[config.mk]
export PLATFORM = sky130hd
export DESIGN_NAME = nn_layer_par
export DESIGN_NICKNAME = d
export VERILOG_FILES = /design/src/rtl/nn_layer_par.sv
export SDC_FILE = /design/constraint.sdc
export NUM_CORES = 2
export LEC_CHECK = 0
export ABC_CLOCK_PERIOD_IN_PS = 7550
export CAP_MARGIN = 20
export CELL_PAD_IN_SITES_DETAIL_PLACEMENT = 1
export CELL_PAD_IN_SITES_GLOBAL_PLACEMENT = 1
export CORE_ASPECT_RATIO = 1.2
export CORE_MARGIN = 1.5
export CORE_UTILIZATION = 50
export CTS_CLUSTER_SIZE = 40
export DETAILED_ROUTE_END_ITERATION = 16
export GPL_TIMING_DRIVEN = 0
export PLACE_DENSITY_LB_ADDON = 0.25
export SYNTH_ARGS = -nofsm -noshare
export SYNTH_HDL_FRONTEND = slang
export SYNTH_SLANG_ARGS = --single-unit
[constraint.sdc]
create_clock -name clk -period 7.55 [get_ports clk]
set_input_delay 1.51 -clock clk [delete_from_list [all_inputs] [get_ports clk]]
set_output_delay 1.51 -clock clk [all_outputs]
set_load 0.02 [all_outputs]
[src/rtl/nn_layer_par.sv]
// Fully-connected layer y = act(W*x + b) with runtime-loadable W/b and P parallel MAC lanes.
// Ports:
//   clk, reset                   : clock, synchronous active-high reset
//   cfg_wr_en/cfg_addr/cfg_data  : weight/bias write port (W[i][j] at i*N+j, b[i] at M*N+i)
//   cfg_ready                    : config writes accepted this cycle
//   s_valid/s_ready/data_in      : input vector stream, x[0] first
//   m_valid/m_ready/data_out     : output vector stream, y[0] first
//   sat                          : data_out was saturated before activation
module nn_layer_par #(
  parameter int unsigned M    = 4,
  parameter int unsigned N    = 5,
  parameter int unsigned P    = 2,
  parameter int unsigned T    = 16,
  parameter int unsigned RELU = 1
) (
  input  logic                        clk,
  input  logic                        reset,
  input  logic                        cfg_wr_en,
  input  logic [$clog2(M*N+M)-1:0]    cfg_addr,
  input  logic [T-1:0]                cfg_data,
  output logic                        cfg_ready,
  input  logic                        s_valid,
  output logic                        s_ready,
  input  logic [T-1:0]                data_in,
  output logic                        m_valid,
  input  logic                        m_ready,
  output logic [T-1:0]                data_out,
  output logic                        sat
);

  localparam int unsigned ENTRIES = M*N + M;
  localparam int unsigned ADDR_W  = $clog2(ENTRIES);
  localparam int unsigned G       = M / P;
  localparam int unsigned ACCW    = 2*T + $clog2(N) + 1;
  localparam int unsigned XW      = (N > 1) ? $clog2(N) : 1;
  localparam int unsigned CW      = $clog2(N + 3);
  localparam int unsigned PW      = (P > 1) ? $clog2(P) : 1;
  localparam int unsigned GW      = (G > 1) ? $clog2(G) : 1;

  if ((M % P) != 0) begin : g_p_check
    $error("nn_layer_par: P must divide M");
  end

  typedef enum logic [1:0] {GET_X, COMPUTE, OUTPUT} state_e;

  state_e state_q, state_d;

  logic signed [T-1:0]    mem_q [ENTRIES];
  logic signed [T-1:0]    x_q   [N];
  logic [XW-1:0]          xcnt_q;
  logic [CW-1:0]          ccnt_q;
  logic [GW-1:0]          g_q;
  logic [PW-1:0]          optr_q;
  logic signed [T-1:0]    w_rd_q [P];
  logic signed [T-1:0]    x_rd_q;
  logic                   rd_vld_q, prod_vld_q;
  logic signed [2*T-1:0]  prod_q [P];
  logic signed [ACCW-1:0] acc_q  [P];
  logic [T-1:0]           obuf_q [P];
  logic [P-1:0]           osat_q;
  logic [T-1:0]           data_out_q;
  logic                   sat_q;

  logic                   s_ready_c, cfg_ready_c, m_valid_c;
  logic                   x_acc, x_last, comp_done, o_acc, o_last, g_last;
  logic [31:0]            col_c;
  logic [ADDR_W-1:0]      w_addr [P];
  logic [ADDR_W-1:0]      b_addr [P];
  logic [T-1:0]           res_c  [P];
  logic [P-1:0]           rsat_c;

  assign x_acc     = s_valid && s_ready_c;
  assign x_last    = x_acc && (xcnt_q == XW'(N-1));
  assign comp_done = (state_q == COMPUTE) && (ccnt_q == CW'(N+2));
  assign o_acc     = m_valid_c && m_ready;
  assign o_last    = o_acc && (optr_q == PW'(P-1));
  assign g_last    = (g_q == GW'(G-1));

  // State register
  always_ff @(posedge clk) begin
    if (reset) state_q <= GET_X;
    else       state_q <= state_d;
  end

  // Next-state logic
  always_comb begin
    state_d = state_q;
    unique case (state_q)
      GET_X:   if (x_last)    state_d = COMPUTE;
      COMPUTE: if (comp_done) state_d = OUTPUT;
      OUTPUT:  if (o_last)    state_d = g_last ? GET_X : COMPUTE;
      default:                state_d = GET_X;
    endcase
  end

  // Handshake outputs decoded from state
  always_comb begin
    s_ready_c   = 1'b0;
    cfg_ready_c = 1'b0;
    m_valid_c   = 1'b0;
    unique case (state_q)
      GET_X: begin
        s_ready_c   = !reset;
        cfg_ready_c = (xcnt_q == '0);
      end
      OUTPUT:  m_valid_c = 1'b1;
      default: ;
    endcase
  end

  assign s_ready   = s_ready_c;
  assign cfg_ready = cfg_ready_c;
  assign m_valid   = m_valid_c;
  assign data_out  = data_out_q;
  assign sat       = sat_q;

  // Read addresses; the column is clamped so addresses stay in range after the last read
  always_comb begin
    col_c = (ccnt_q < CW'(N)) ? 32'(ccnt_q) : 32'd0;
    for (int l = 0; l < P; l++) begin
      w_addr[l] = ADDR_W'((32'(g_q) * P + 32'(l)) * N + col_c);
      b_addr[l] = ADDR_W'(M*N + 32'(g_q) * P + 32'(l));
    end
  end

  // Saturate to T bits (fits when all bits above T-2 agree), then optional ReLU
  always_comb begin
    for (int l = 0; l < P; l++) begin
      res_c[l]  = acc_q[l][T-1:0];
      rsat_c[l] = 1'b0;
      if (!((&acc_q[l][ACCW-1:T-1]) || (~|acc_q[l][ACCW-1:T-1]))) begin
        rsat_c[l] = 1'b1;
        res_c[l]  = acc_q[l][ACCW-1] ? {1'b1, {(T-1){1'b0}}} : {1'b0, {(T-1){1'b1}}};
      end
      if ((RELU != 0) && res_c[l][T-1]) res_c[l] = '0;
    end
  end

  // Weight/bias storage, deliberately not reset
  always_ff @(posedge clk) begin
    if (cfg_wr_en && cfg_ready_c && ({1'b0, cfg_addr} < (ADDR_W+1)'(ENTRIES)))
      mem_q[cfg_addr] <= cfg_data;
  end

  // Control counters and registered output word
  always_ff @(posedge clk) begin
    if (reset) begin
      xcnt_q     <= '0;
      ccnt_q     <= '0;
      g_q        <= '0;
      optr_q     <= '0;
      rd_vld_q   <= 1'b0;
      prod_vld_q <= 1'b0;
      data_out_q <= '0;
      sat_q      <= 1'b0;
    end else begin
      if (x_acc) xcnt_q <= x_last ? '0 : xcnt_q + XW'(1);
      if (x_last) g_q <= '0;
      if (state_q == COMPUTE) ccnt_q <= comp_done ? '0 : ccnt_q + CW'(1);
      else                    ccnt_q <= '0;
      rd_vld_q   <= (state_q == COMPUTE) && (ccnt_q < CW'(N));
      prod_vld_q <= rd_vld_q;
      if (comp_done) begin
        optr_q     <= '0;
        data_out_q <= res_c[0];
        sat_q      <= rsat_c[0];
      end
      if (o_acc) begin
        if (o_last) begin
          optr_q <= '0;
          if (!g_last) g_q <= g_q + GW'(1);
        end else begin
          optr_q     <= optr_q + PW'(1);
          data_out_q <= obuf_q[optr_q + PW'(1)];
          sat_q      <= osat_q[optr_q + PW'(1)];
        end
      end
    end
  end

  // MAC pipeline: read -> registered product -> accumulate (bias preloads the accumulator)
  always_ff @(posedge clk) begin
    if (x_acc) x_q[xcnt_q] <= data_in;
    x_rd_q <= x_q[XW'(col_c)];
    for (int l = 0; l < P; l++) begin
      w_rd_q[l] <= mem_q[w_addr[l]];
      prod_q[l] <= (2*T)'(w_rd_q[l]) * (2*T)'(x_rd_q);
      if ((state_q == COMPUTE) && (ccnt_q == '0)) acc_q[l] <= ACCW'(mem_q[b_addr[l]]);
      else if (prod_vld_q)                        acc_q[l] <= acc_q[l] + ACCW'(prod_q[l]);
    end
    if (comp_done) begin
      for (int l = 0; l < P; l++) obuf_q[l] <= res_c[l];
      osat_q <= rsat_c;
    end
  end

endmodule

==> results.toml <==
[power_and_ir_drop]
combPwrFrac_pct = 55.9
power_frac_seq_pct = 24.5
p_sw_share_pct = 44.00
p_sw_w = 0.008289
p_leak_nw = 23.14
powerDensity_mw_per_mm2 = 330.9
intPower_w = 0.01055
peakVddDrop_mv = 0.2887
clkPwrFrac_pct = 19.6
finalPower_w = 0.01884

[clock_tree]
clk_path_buf_depth = 3
cts_tree = "built"
hold_buffers = 0
root_buffer = "clkbuf_16"
worst_skew_pair.late_latency_ns = 0.66
clock_sinks = 693
cts_buffers = 73
ctsHtreeMaxLevel = 3
cts.reportedPaths.clkPinSlew_ns = 0.07

[sta]
slew_headroom_pct = 20.31
fin_ws_ns = 0.1234
slew_violations = 0
fin_crit_ns = 7.427
fmax_mhz = 134.7
setup_violations = 0
clock_skew_ns = 0.02938
hold_viol = 0
fin_crit_sh_pct = 98.37
worst_pin_slew_ns = 1.192
setup-tns-final_ns = 0

[global_routing]
grt_pass1_vias = 38660
track_usage_pct = 31.77
grt_pass1_wl_um = 244200
gr-total-overflow = 0
grt_antenna_before_repair = 5
grt_max_degree = 59

[route]
drt_first_pass_iters = 5
routedWlPerCell_um = 27.60
drtIter0Drc = 2506
drc_errors = 0
avgViaCountPerCell = 5.944
wl_um = 162600
vias = 35010
antenna_left = 0

[status]
status = "completed"

[logic_synthesis]
synth_edf_count = 552
syn_area_mm2 = 0.05149
synthAdderAreaFrac_pct = 26.42
synth-async-reset-ratio_pct = 0
synth_flop_cell = "edfxtp_1"
syn_area_per_cell_um2 = 12.00
synth_top_family_by_area = "adder cells"
syn-num-nets = 5104
yosys_warnings = 0
synth_cell_type_count = 80
yosys.area_share.xor_xnor_pct = 2.041
seq_area_frac_synth_pct = 37.67
synthMuxAreaShare_pct = 11.31
synth-seq-cells = 693
yosys.area_share.simple_pct = 9.582
synthCells = 4291
synth_compound_area_share_pct = 6.823

[placed_design]
preCtsSetupSlack_ns = -0.4377
io_buffers = 61
place_congestion = 0.9345
place_inst = 5747
hpwl_um = 128000

[critical_path]
crit_type = "reg -> reg"
worstPathArrival_ns = 7.92
reg2reg_setup_slack_ns = 0.12
path_max_fanout = 10
crit_path_end_kind = "flip-flop"
crit_required_ns = 8.04
worst_setup_path_start_kind = "flip-flop"

[min_path]
hp-class = "reg -> reg"

[final_layout]
n_fill_cell = 10490
final_nets = 5278
final_util_pct = 55.90
area_growth_pct = 10.59
drive_gt1_share_pct = 11.81
final_cell_count_no_fill = 5889

[floorplanning]
die-height_um = 354.5
fp.dieW_um = 295.9
io_pins = 62
core_area_mm2 = 0.1019
initial_core_util_pct = 50.55
dieArea_mm2 = 0.1049
rows = 128

[flow_run]
cap_violations = 0
final timing paths:
check	startpoint	endpoint	cells past startpoint
max	x_rd_q[13]	prod_q[0][63]	20
min	x_q[4][11]	x_rd_q[11]	2
max reg2reg	x_rd_q[13]	prod_q[0][63]	20
min reg2reg	x_q[4][11]	x_rd_q[11]	2
logic make-up after synthesis:
family | Yosys count
AND/OR/NAND/NOR | 1018
XOR/XNOR | 120
multiplexers | 299
adder cells (fa/ha/maj) | 771
buffers and inverters | 837
AO/OA/AOI/OAI | 553
flip-flops | 693
final cells by class:
| cell class | instances | area [um2] | area share (%) |
|---|---|---|---|
| timing repair buffer | 99 | 1110 | 1.949 |
| antenna | 1 | 2.502 | 0.004395 |
| multi-input combinational | 2761 | 29060 | 51.03 |
| clock inverter | 49 | 493.0 | 0.8658 |
| tap | 1365 | 1708 | 2.999 |
| clock buffer | 84 | 1921 | 3.373 |
| buffer | 201 | 849.6 | 1.492 |
| inverter | 636 | 2387 | 4.193 |
| sequential | 693 | 19410 | 34.09 |
through the flow:
stage / instance area [um2] / hold WS (ns)
global placement: 53810 / 0.4291
CTS: 56760 / 0.4702
global route: 56940 / 0.4970
finish: 56940 / 0.4699
floorplan: 51490 / 0.4138
detailed placement: 54270 / 0.4464
per-layer routing:
metal / vias to the layer above / track usage [%] / wire length [um]
met5: - / 0 / 29
met1: 18320 / 37.51 / 59680
met2: 1270 / 55.84 / 83850
li1: 15020 / - / -
met4: 4 / 18.02 / 10750
met3: 388 / 3.945 / 8248
layout by cell type (no fill, tap or decap), types with 75 or more instances in the layout:
master,instances
dfxtp_1,132
inv_1,635
xnor2_1,79
and2_1,250
a21oi_1,123
edfxtp_1,552
nor2_1,116
clkbuf_1,119
fa_1,527
ha_1,244
clkbuf_16,75
o21ai_0,164
nand2_1,425
mux4_2,224
registers in the layout, summed over array words and instances (netlist names), 2 cells and up:
| name | cells |
|---|---|
| acc_q | 72 |
| ccnt_q | 3 |
| data_out | 16 |
| mem_q | 384 |
| obuf_q | 15 |
| prod_q | 64 |
| state_q | 2 |
| w_rd_q | 32 |
| x_q | 80 |
| x_rd_q | 16 |
| xcnt_q | 3 |
power groups by stage:
stage | clock (W) | combinational [W] | sequential, W
after CTS | 0.00372 | 0.0105 | 0.00462
after detailed placement | 0 | 0.0103 | 0.00470
after floorplan | 0 | 0.00686 | 0.00456
after global placement | 0 | 0.0101 | 0.00470
after global routing | 0.00385 | 0.0115 | 0.00462
final | 0.00370 | 0.0105 | 0.00462
cell usage after synthesis (30+ instances only):
cell type	count	area [um2]
nor2_1	137	514.2
fa_1	527	10550
nand2_1	425	1595
a21o_1	62	465.5
xnor2_1	83	727.0
dfxtp_1	141	2823
and2_1	250	1564
mux4_2	224	5045
mux2i_1	54	540.5
o21ai_1	30	150.1
edfxtp_1	552	16580
ha_1	244	3053
a21oi_1	123	615.6
inv_1	635	2384
xor2_1	37	324.1
o21ai_0	164	820.8
nand3_1	46	230.2
clkbuf_1	161	604.3
worst max-delay path, cell delays in order, from the launching register on:
cell and delay [ns]:
dfxtp_1 0.56, clkbuf_1 0.49, and2_1 0.24, fa_1 0.41, fa_1 0.55, fa_1 0.45, fa_1 0.49, fa_1 0.55
inv_1 0.06, fa_1 0.49, inv_1 0.05, ha_1 0.35, a21o_1 0.22, a2111oi_1 0.55, o311ai_1 0.19, nand2_1 0.23
o21ai_1 0.21, o41ai_2 0.42, o21ai_1 0.15, a21oi_1 0.32, xnor2_2 0.27
what timing repair did:
action                                  4_1_cts  5_1_grt
setup buffers                                 0        0
gates resized for setup                      43       42
endpoints found under the setup margin        8        7
Power figures use the tool's default switching activity.
